`src/rtl/wb_retire_queue.sv`:
```
// -----------------------------------------------------------------------------
// wb_retire_queue
//
// Writeback stage that sits between a variable-latency MEM stage and the
// register file. MEM/WB entries are held in an in-order circular queue. Load
// entries wait for their data-memory response. Responses come back in load
// issue order. A response that cannot be used in the cycle it arrives is parked
// in a small response FIFO. The head entry retires at most once per cycle, and
// load data is sign- or zero-extended according to funct3.
//
// Ports
//   clk, rst_n        clock (rising edge), asynchronous active-low reset
//   in_valid/ready    MEM-stage handshake; in_ready is low only when full
//   in_rd, in_we      destination register and write enable of the entry
//   in_is_load        result comes from dmem instead of in_result
//   in_funct3         load type (RISC-V funct3)
//   in_addr_lo        low address bits used to select the byte/half/word lane
//   in_result         precomputed non-load result
//   in_order          RVFI order tag, carried through to retire_order
//   dmem_resp/rdata   one in-order response per issued load
//   retire_valid      head entry retires this cycle
//   regf_we, rd_sel   register-file write port (rd_sel is 0 when idle)
//   rd_v              formatted write data (0 when idle)
//   retire_order      order tag of the retiring entry (0 when idle)
//   occupancy         number of entries held
//   err               sticky: spurious response or illegal load funct3
// -----------------------------------------------------------------------------
module wb_retire_queue #(
    parameter int XLEN  = 32,
    parameter int DEPTH = 4
) (
    input  logic                     clk,
    input  logic                     rst_n,
    input  logic                     in_valid,
    output logic                     in_ready,
    input  logic [4:0]               in_rd,
    input  logic                     in_we,
    input  logic                     in_is_load,
    input  logic [2:0]               in_funct3,
    input  logic [2:0]               in_addr_lo,
    input  logic [XLEN-1:0]          in_result,
    input  logic [63:0]              in_order,
    input  logic                     dmem_resp,
    input  logic [XLEN-1:0]          dmem_rdata,
    output logic                     retire_valid,
    output logic                     regf_we,
    output logic [4:0]               rd_sel,
    output logic [XLEN-1:0]          rd_v,
    output logic [63:0]              retire_order,
    output logic [$clog2(DEPTH):0]   occupancy,
    output logic                     err
);

    localparam int PW   = $clog2(DEPTH);
    localparam int OFFW = $clog2(XLEN / 8);
    localparam int SHW  = OFFW + 3;
    // Shift amounts are byte offsets times 8; these masks round the shift
    // down to a halfword or word boundary.
    localparam logic [SHW-1:0] HALF_MASK = ~SHW'(15);
    localparam logic [SHW-1:0] WORD_MASK = ~SHW'(31);

    // Entry queue storage.
    logic [4:0]       q_rd      [DEPTH];
    logic             q_we      [DEPTH];
    logic             q_is_load [DEPTH];
    logic [2:0]       q_funct3  [DEPTH];
    logic [OFFW-1:0]  q_off     [DEPTH];
    logic [XLEN-1:0]  q_result  [DEPTH];
    logic [63:0]      q_order   [DEPTH];
    logic [PW-1:0]    q_head, q_tail;
    logic [PW:0]      q_count;
    logic [PW:0]      load_count;   // load entries currently in the queue

    // Response buffer storage.
    logic [XLEN-1:0]  r_data [DEPTH];
    logic [PW-1:0]    r_head, r_tail;
    logic [PW:0]      r_count;

    // Only the lane-select bits of in_addr_lo matter for narrow XLEN.
    logic unused_addr;
    assign unused_addr = ^in_addr_lo;

    // Head view and control.
    logic             enq, head_valid, buf_valid, retire, ret_load;
    logic             pop_buf, bypass, push_buf, spurious, f3_bad;
    logic [PW:0]      pend_loads;
    logic [XLEN-1:0]  ld_data, fmt;
    logic [XLEN-1:0]  byte_sh, half_sh, word_sh;
    logic [SHW-1:0]   sh_b;

    assign in_ready   = (q_count != (PW+1)'(DEPTH));
    assign enq        = in_valid & in_ready;
    assign head_valid = (q_count != '0);
    assign buf_valid  = (r_count != '0);

    // A load at the head may use a parked response or the one arriving now.
    assign retire   = head_valid & (~q_is_load[q_head] | buf_valid | dmem_resp);
    assign ret_load = retire & q_is_load[q_head];
    assign pop_buf  = ret_load & buf_valid;
    assign bypass   = ret_load & ~buf_valid;

    // Loads still owed a response. A response with nobody waiting is dropped.
    assign pend_loads = load_count - r_count;
    assign spurious   = dmem_resp & (pend_loads == '0);
    assign push_buf   = dmem_resp & ~bypass & ~spurious;

    // Parked responses are older than the one on the bus, so they go first.
    assign ld_data = buf_valid ? r_data[r_head] : dmem_rdata;

    assign sh_b    = {q_off[q_head], 3'b000};
    assign byte_sh = ld_data >> sh_b;
    assign half_sh = ld_data >> (sh_b & HALF_MASK);
    assign word_sh = ld_data >> (sh_b & WORD_MASK);

    // NOTE: every output of a combinational block gets a default first, so
    // no path through the case statement can infer a latch.
    always_comb begin
        fmt    = '0;
        f3_bad = 1'b0;
        unique case (q_funct3[q_head])
            3'b000: fmt = XLEN'($signed(byte_sh[7:0]));
            3'b100: fmt = XLEN'(byte_sh[7:0]);
            3'b001: fmt = XLEN'($signed(half_sh[15:0]));
            3'b101: fmt = XLEN'(half_sh[15:0]);
            3'b010: fmt = XLEN'($signed(word_sh[31:0]));
            3'b110: if (XLEN == 64) fmt = XLEN'(word_sh[31:0]); else f3_bad = 1'b1;
            3'b011: if (XLEN == 64) fmt = ld_data;              else f3_bad = 1'b1;
            default: f3_bad = 1'b1;
        endcase
    end

    assign retire_valid = retire;
    assign regf_we      = retire & q_we[q_head] & (q_rd[q_head] != 5'd0);
    assign rd_sel       = retire ? q_rd[q_head] : 5'd0;
    assign rd_v         = !retire           ? '0 :
                          q_is_load[q_head] ? fmt : q_result[q_head];
    assign retire_order = retire ? q_order[q_head] : 64'd0;
    assign occupancy    = q_count;

    // NOTE: state registers use non-blocking assignments so every block reads
    // the pre-edge values, no matter what order the simulator runs them in.
    always_ff @(posedge clk or negedge rst_n) begin
        if (!rst_n) begin
            q_head     <= '0;
            q_tail     <= '0;
            q_count    <= '0;
            load_count <= '0;
            r_head     <= '0;
            r_tail     <= '0;
            r_count    <= '0;
            err        <= 1'b0;
        end else begin
            if (enq)      q_tail <= q_tail + 1'b1;
            if (retire)   q_head <= q_head + 1'b1;
            if (push_buf) r_tail <= r_tail + 1'b1;
            if (pop_buf)  r_head <= r_head + 1'b1;
            q_count    <= q_count + (PW+1)'(enq) - (PW+1)'(retire);
            load_count <= load_count + (PW+1)'(enq & in_is_load) - (PW+1)'(ret_load);
            r_count    <= r_count + (PW+1)'(push_buf) - (PW+1)'(pop_buf);
            err        <= err | spurious | (ret_load & f3_bad);
        end
    end

    // NOTE: storage arrays are not reset. The pointers and counts define which
    // slots are live, so stale contents are never observed.
    always_ff @(posedge clk) begin
        if (enq) begin
            q_rd[q_tail]      <= in_rd;
            q_we[q_tail]      <= in_we;
            q_is_load[q_tail] <= in_is_load;
            q_funct3[q_tail]  <= in_funct3;
            q_off[q_tail]     <= in_addr_lo[OFFW-1:0];
            q_result[q_tail]  <= in_result;
            q_order[q_tail]   <= in_order;
        end
        if (push_buf) r_data[r_tail] <= dmem_rdata;
    end

endmodule

```
`config.mk`:
```
export PLATFORM = sky130hd
export DESIGN_NAME = wb_retire_queue
export DESIGN_NICKNAME = d
export VERILOG_FILES = /design/src/rtl/wb_retire_queue.sv
export SDC_FILE = /design/constraint.sdc
export NUM_CORES = 1
export LEC_CHECK = 0
export CAP_MARGIN = 25
export CORE_MARGIN = 2
export CORE_UTILIZATION = 41
export CTS_CLUSTER_DIAMETER = 120
export DETAILED_ROUTE_END_ITERATION = 10
export GPL_TIMING_DRIVEN = 1
export MAX_ROUTING_LAYER = met4
export SLEW_MARGIN = 40
export SYNTH_ARGS = -nofsm -noshare
export SYNTH_HDL_FRONTEND = slang
export SYNTH_SLANG_ARGS = --single-unit
```
`constraint.sdc`:
```
create_clock -name clk -period 3.55 [get_ports clk]
set_input_delay 0.355 -clock clk [delete_from_list [all_inputs] [get_ports clk]]
set_output_delay 0.355 -clock clk [all_outputs]
set_load 0.05 [all_outputs]
```
==> results by group <==
Cells and area
  • Register area: 17300 sq um
  • Share of layout cells above drive strength 1: 30.1%
  • Fill cells: 4508
  • Final net count: ~1600
  • Fin area: between 20000 and 30000 sq um
  • Non-filler cells, final: between 2000 and 2500
  • Multi-input gate area: 5830 sq um
  • Area delta synth->final: 26.9%

Timing
  • Crit path time final: 3.48 ns
  • Final Cycle Share: between 90% and 100%
  • WHS: ~0.24 ns
  • Final count of pins violating max slew: 0
  • RSZ-0062 raised after global routing: yes
  • Rel. slew slack: a little under half
  • Final Skew: approximately 0.021 ns
  • Final worst slack: around 0.07 ns
  • Endpoints failing hold: 0
  • Slew of the pin with the lowest slew margin: ~0.80 ns
  • Final setup violation count: 0
  • F_max: 287 MHz

Worst hold path
  • Hold crit path type: in -> async

Yosys
  • Net Count, Synth: approximately 1300
  • Syn_area_per_cell: between 20 and 25 sq um
  • Number of synthesized register bits: ~580
  • Synthesized cell area: 23100 sq um
  • Compound-cell area share of the yosys netlist: 2.94%
  • Post-Synthesis Cells: approximately 1100
  • Yosys cell types: 46
  • Async SR Flop Fraction: 3.11%
  • Post-synthesis xor/xnor area fraction: 0.531%
  • Sequential fraction of the synthesis area: about three quarters
  • Yosys Warn Count: 0
  • Synth Area in Simple Gates: under 10%
  • Ys flop type: edfxtp_1
  • Largest family of logic cells by synthesized area: multiplexers
  • Adder-cell area share of the yosys netlist: around 1.1%
  • EDFF count, synth: 560
  • Post-synthesis mux area share: 15.4%

Clock tree
  • H-tree Lvls: 2
  • CTS Sinks: 578
  • TritonCTS clock tree: yes
  • Clock Path Buffers: 3
  • Clock Latency Late Sink: ~0.62 ns
  • Clock-pin slew on the worst setup and hold paths: approximately 0.06 ns
  • Num CTS Buffers: between 60 and 70
  • Clock root buffer: clkbuf_16

Placed design
  • I/O Buffers: 251
  • Gpl congestion: around 0.90
  • Placed inst area: roughly 27000 sq um
  • Inst Count DP: 2114
  • Setup WS pre-CTS: 0.300 ns
  • Hpwl dp: roughly 33 mm

Setup path
  • Crit end category: output pin
  • CP max FO: 24
  • Worst setup path class: reg -> out
  • CP most frequent cell: buf_12
  • Crit path buf inv count: 2
  • Worst EP required: approximately 3.2 ns
  • Worst Path Arrival: approximately 3.1 ns
  • Flop-to-flop setup slack: just over 0.6 ns
  • CP Launch Point: q_head[0]$_DFFE_PN0N_
  • Top Family by Delay on Critical Path: multiplexers
  • Crit path max-delay cell type: mux4_2
  • Worst r2r dst: occupancy[2]$_DFF_PN0_
  • Critical-path cell list: mux4_2, mux2_2, a2bb2oi_1, nand3_1, buf_12, a31oi_2, buf_12
  • CP Launch Type: flip-flop
  • Reg-to-Reg Start: q_head[0]$_DFFE_PN0N_
  • Worst setup path endpoint: rd_v[14]
  • Reg2reg path depth: 10
  • Stages on worst setup path: 7
  • CP peak stage delay: about 0.63 ns

Global routing
  • Initial antenna violation count: 13
  • Largest net degree at the start of global routing: 70
  • GRT Residual Overflow: 0
  • Vias in the first global route: between 10000 and 15000
  • Tot GR Track Use: about a fifth
  • First-pass GRT wire length: 79.6 mm

Detailed routing
  • Vias/cell: 5.37
  • Initial DRT Pass Iterations: 4
  • DRC Markers: 0
  • 1st-iter DRT viols: 741
  • Antenna Violating Nets Remaining: 0
  • Via count: ~12000
  • Total Wirelength: 54.3 mm
  • DR WL/cell: 24.2 um

Floorplan
  • Overall die height: between 200 and 250 um
  • Number of placed I/O pins: roughly 250
  • Starting density of the core: 41.2%
  • Row cnt: 87
  • Total core area: ~56000 sq um
  • Total die area: 58300 sq um
  • Die W: about 240 um

Run
  • MaxCap Viol Count: 0

Status
  • Status: completed
==> layout by cell type (no fill, tap or decap), types with 3 or more instances in the layout <==
| cell type | count |
|---|---|
| mux2i_2 | 3 |
| clkinv_1 | 14 |
| a221o_1 | 6 |
| or2_2 | 6 |
| o22ai_2 | 6 |
| bufinv_16 | 5 |
| fa_1 | 3 |
| clkinv_2 | 8 |
| inv_1 | 27 |
| clkdlybuf4s50_1 | 147 |
| mux4_2 | 140 |
| xor2_1 | 5 |
| a21oi_1 | 15 |
| buf_4 | 94 |
| mux2i_1 | 24 |
| clkbuf_16 | 61 |
| edfxtp_1 | 560 |
| a31oi_4 | 12 |
| nor3_1 | 12 |
| o21ai_0 | 26 |
| clkinvlp_4 | 3 |
| or3_1 | 3 |
| a31oi_2 | 12 |
| and3_1 | 69 |
| o21a_1 | 15 |
| and3_4 | 4 |
| clkbuf_1 | 16 |
| ha_1 | 16 |
| mux2_2 | 11 |
| nor2_2 | 4 |
| nand2_1 | 24 |
| dfrtp_1 | 14 |
| buf_12 | 45 |
| nor2_1 | 6 |
| xnor2_1 | 9 |
| diode_2 | 13 |
==> worst min path at each step <==
stage | from | end | depth (start not counted)
finish | rst_n | r_tail[0]$_DFFE_PN0P_ | 2
global placement | load_count[2]$_DFF_PN0_ | load_count[2]$_DFF_PN0_ | 1
detailed placement | rst_n | occupancy[2]$_DFF_PN0_ | 1
floorplan | rst_n | err$_DFF_PN0_ | 0
CTS | rst_n | occupancy[2]$_DFF_PN0_ | 2
global route | rst_n | r_tail[0]$_DFFE_PN0P_ | 2
==> cell families after synthesis <==
kind of cell | count (synthesis)
flops | 578
buf+inv | 95
xor+xnor | 14
simple gates | 147
compound gates | 107
mux | 178
fa+ha+maj | 19
==> metrics by stage <==
stage	util, %	TNS [ns]
2_1_floorplan	-	0
5_1_grt	52.3	-0.179
4_1_cts	51.8	-0.102
3_3_place_gp	47.9	0
3_5_place_dp	47.9	0
6_report	52.3	0
==> cells in the mapped netlist (6+ instances only) <==
cell type / count / area share, %
a21oi_1: 17 / 0.37
a221o_1: 6 / 0.26
a31oi_1: 24 / 0.65
and3_1: 73 / 2.0
buf_2: 22 / 0.48
clkbuf_1: 39 / 0.63
dfrtp_1: 18 / 1.9
edfxtp_1: 560 / 73
ha_1: 16 / 0.87
inv_1: 27 / 0.44
mux2_2: 11 / 0.54
mux2i_1: 27 / 1.2
mux4_2: 140 / 14
nand2_1: 25 / 0.41
nor2_1: 10 / 0.16
nor3_1: 13 / 0.28
o21a_1: 15 / 0.49
o21ai_0: 27 / 0.58
o22ai_1: 6 / 0.16
or2_2: 6 / 0.16
xnor2_1: 9 / 0.34
==> state kept, by name, summed over array words and instances, names as in the netlist <==
register and cells:
q_we 4, q_rd 20, r_data 128, r_tail 2, occupancy 3, q_funct3 12
q_tail 2, err 1, q_result 128, r_head 2, q_head 2, load_count 3
q_is_load 4, q_order 256, r_count 3, q_off 8
==> final cells by class <==
cell class	count	area share, %
clock inverters	34	1.06
diodes	13	0.111
repair buffers	295	11.0
well taps	756	3.23
multi-input cells	465	19.9
flip-flops and latches	578	58.9
clock buffers	77	5.41
inverters	27	0.346
==> routing by layer <==
layer	vias up	part of all wire [%]	wire length [um]	global-route usage (%)
met5	-	0	0	-
met4	0	2.1	1140	5.03
met3	77	8.1	4420	6.18
met2	379	48	26200	29.6
met1	6307	41	22500	24.7
li1	5299	-	-	-
==> what timing repair did <==
action | 4_1_cts | 5_1_grt
hold endpoints to repair | 18 | 0
endpoints found under the setup margin | 33 | 46
gates cloned | 2 | 1
pin swaps | 2 | 2
buffers inserted | 2 | 1
hold buffers | 1 | 0
resized for setup | 33 | 37
Power is left out: the tool's default activity adds up to more than one toggle a clock period on the data nets, which glitch-free logic cannot reach.
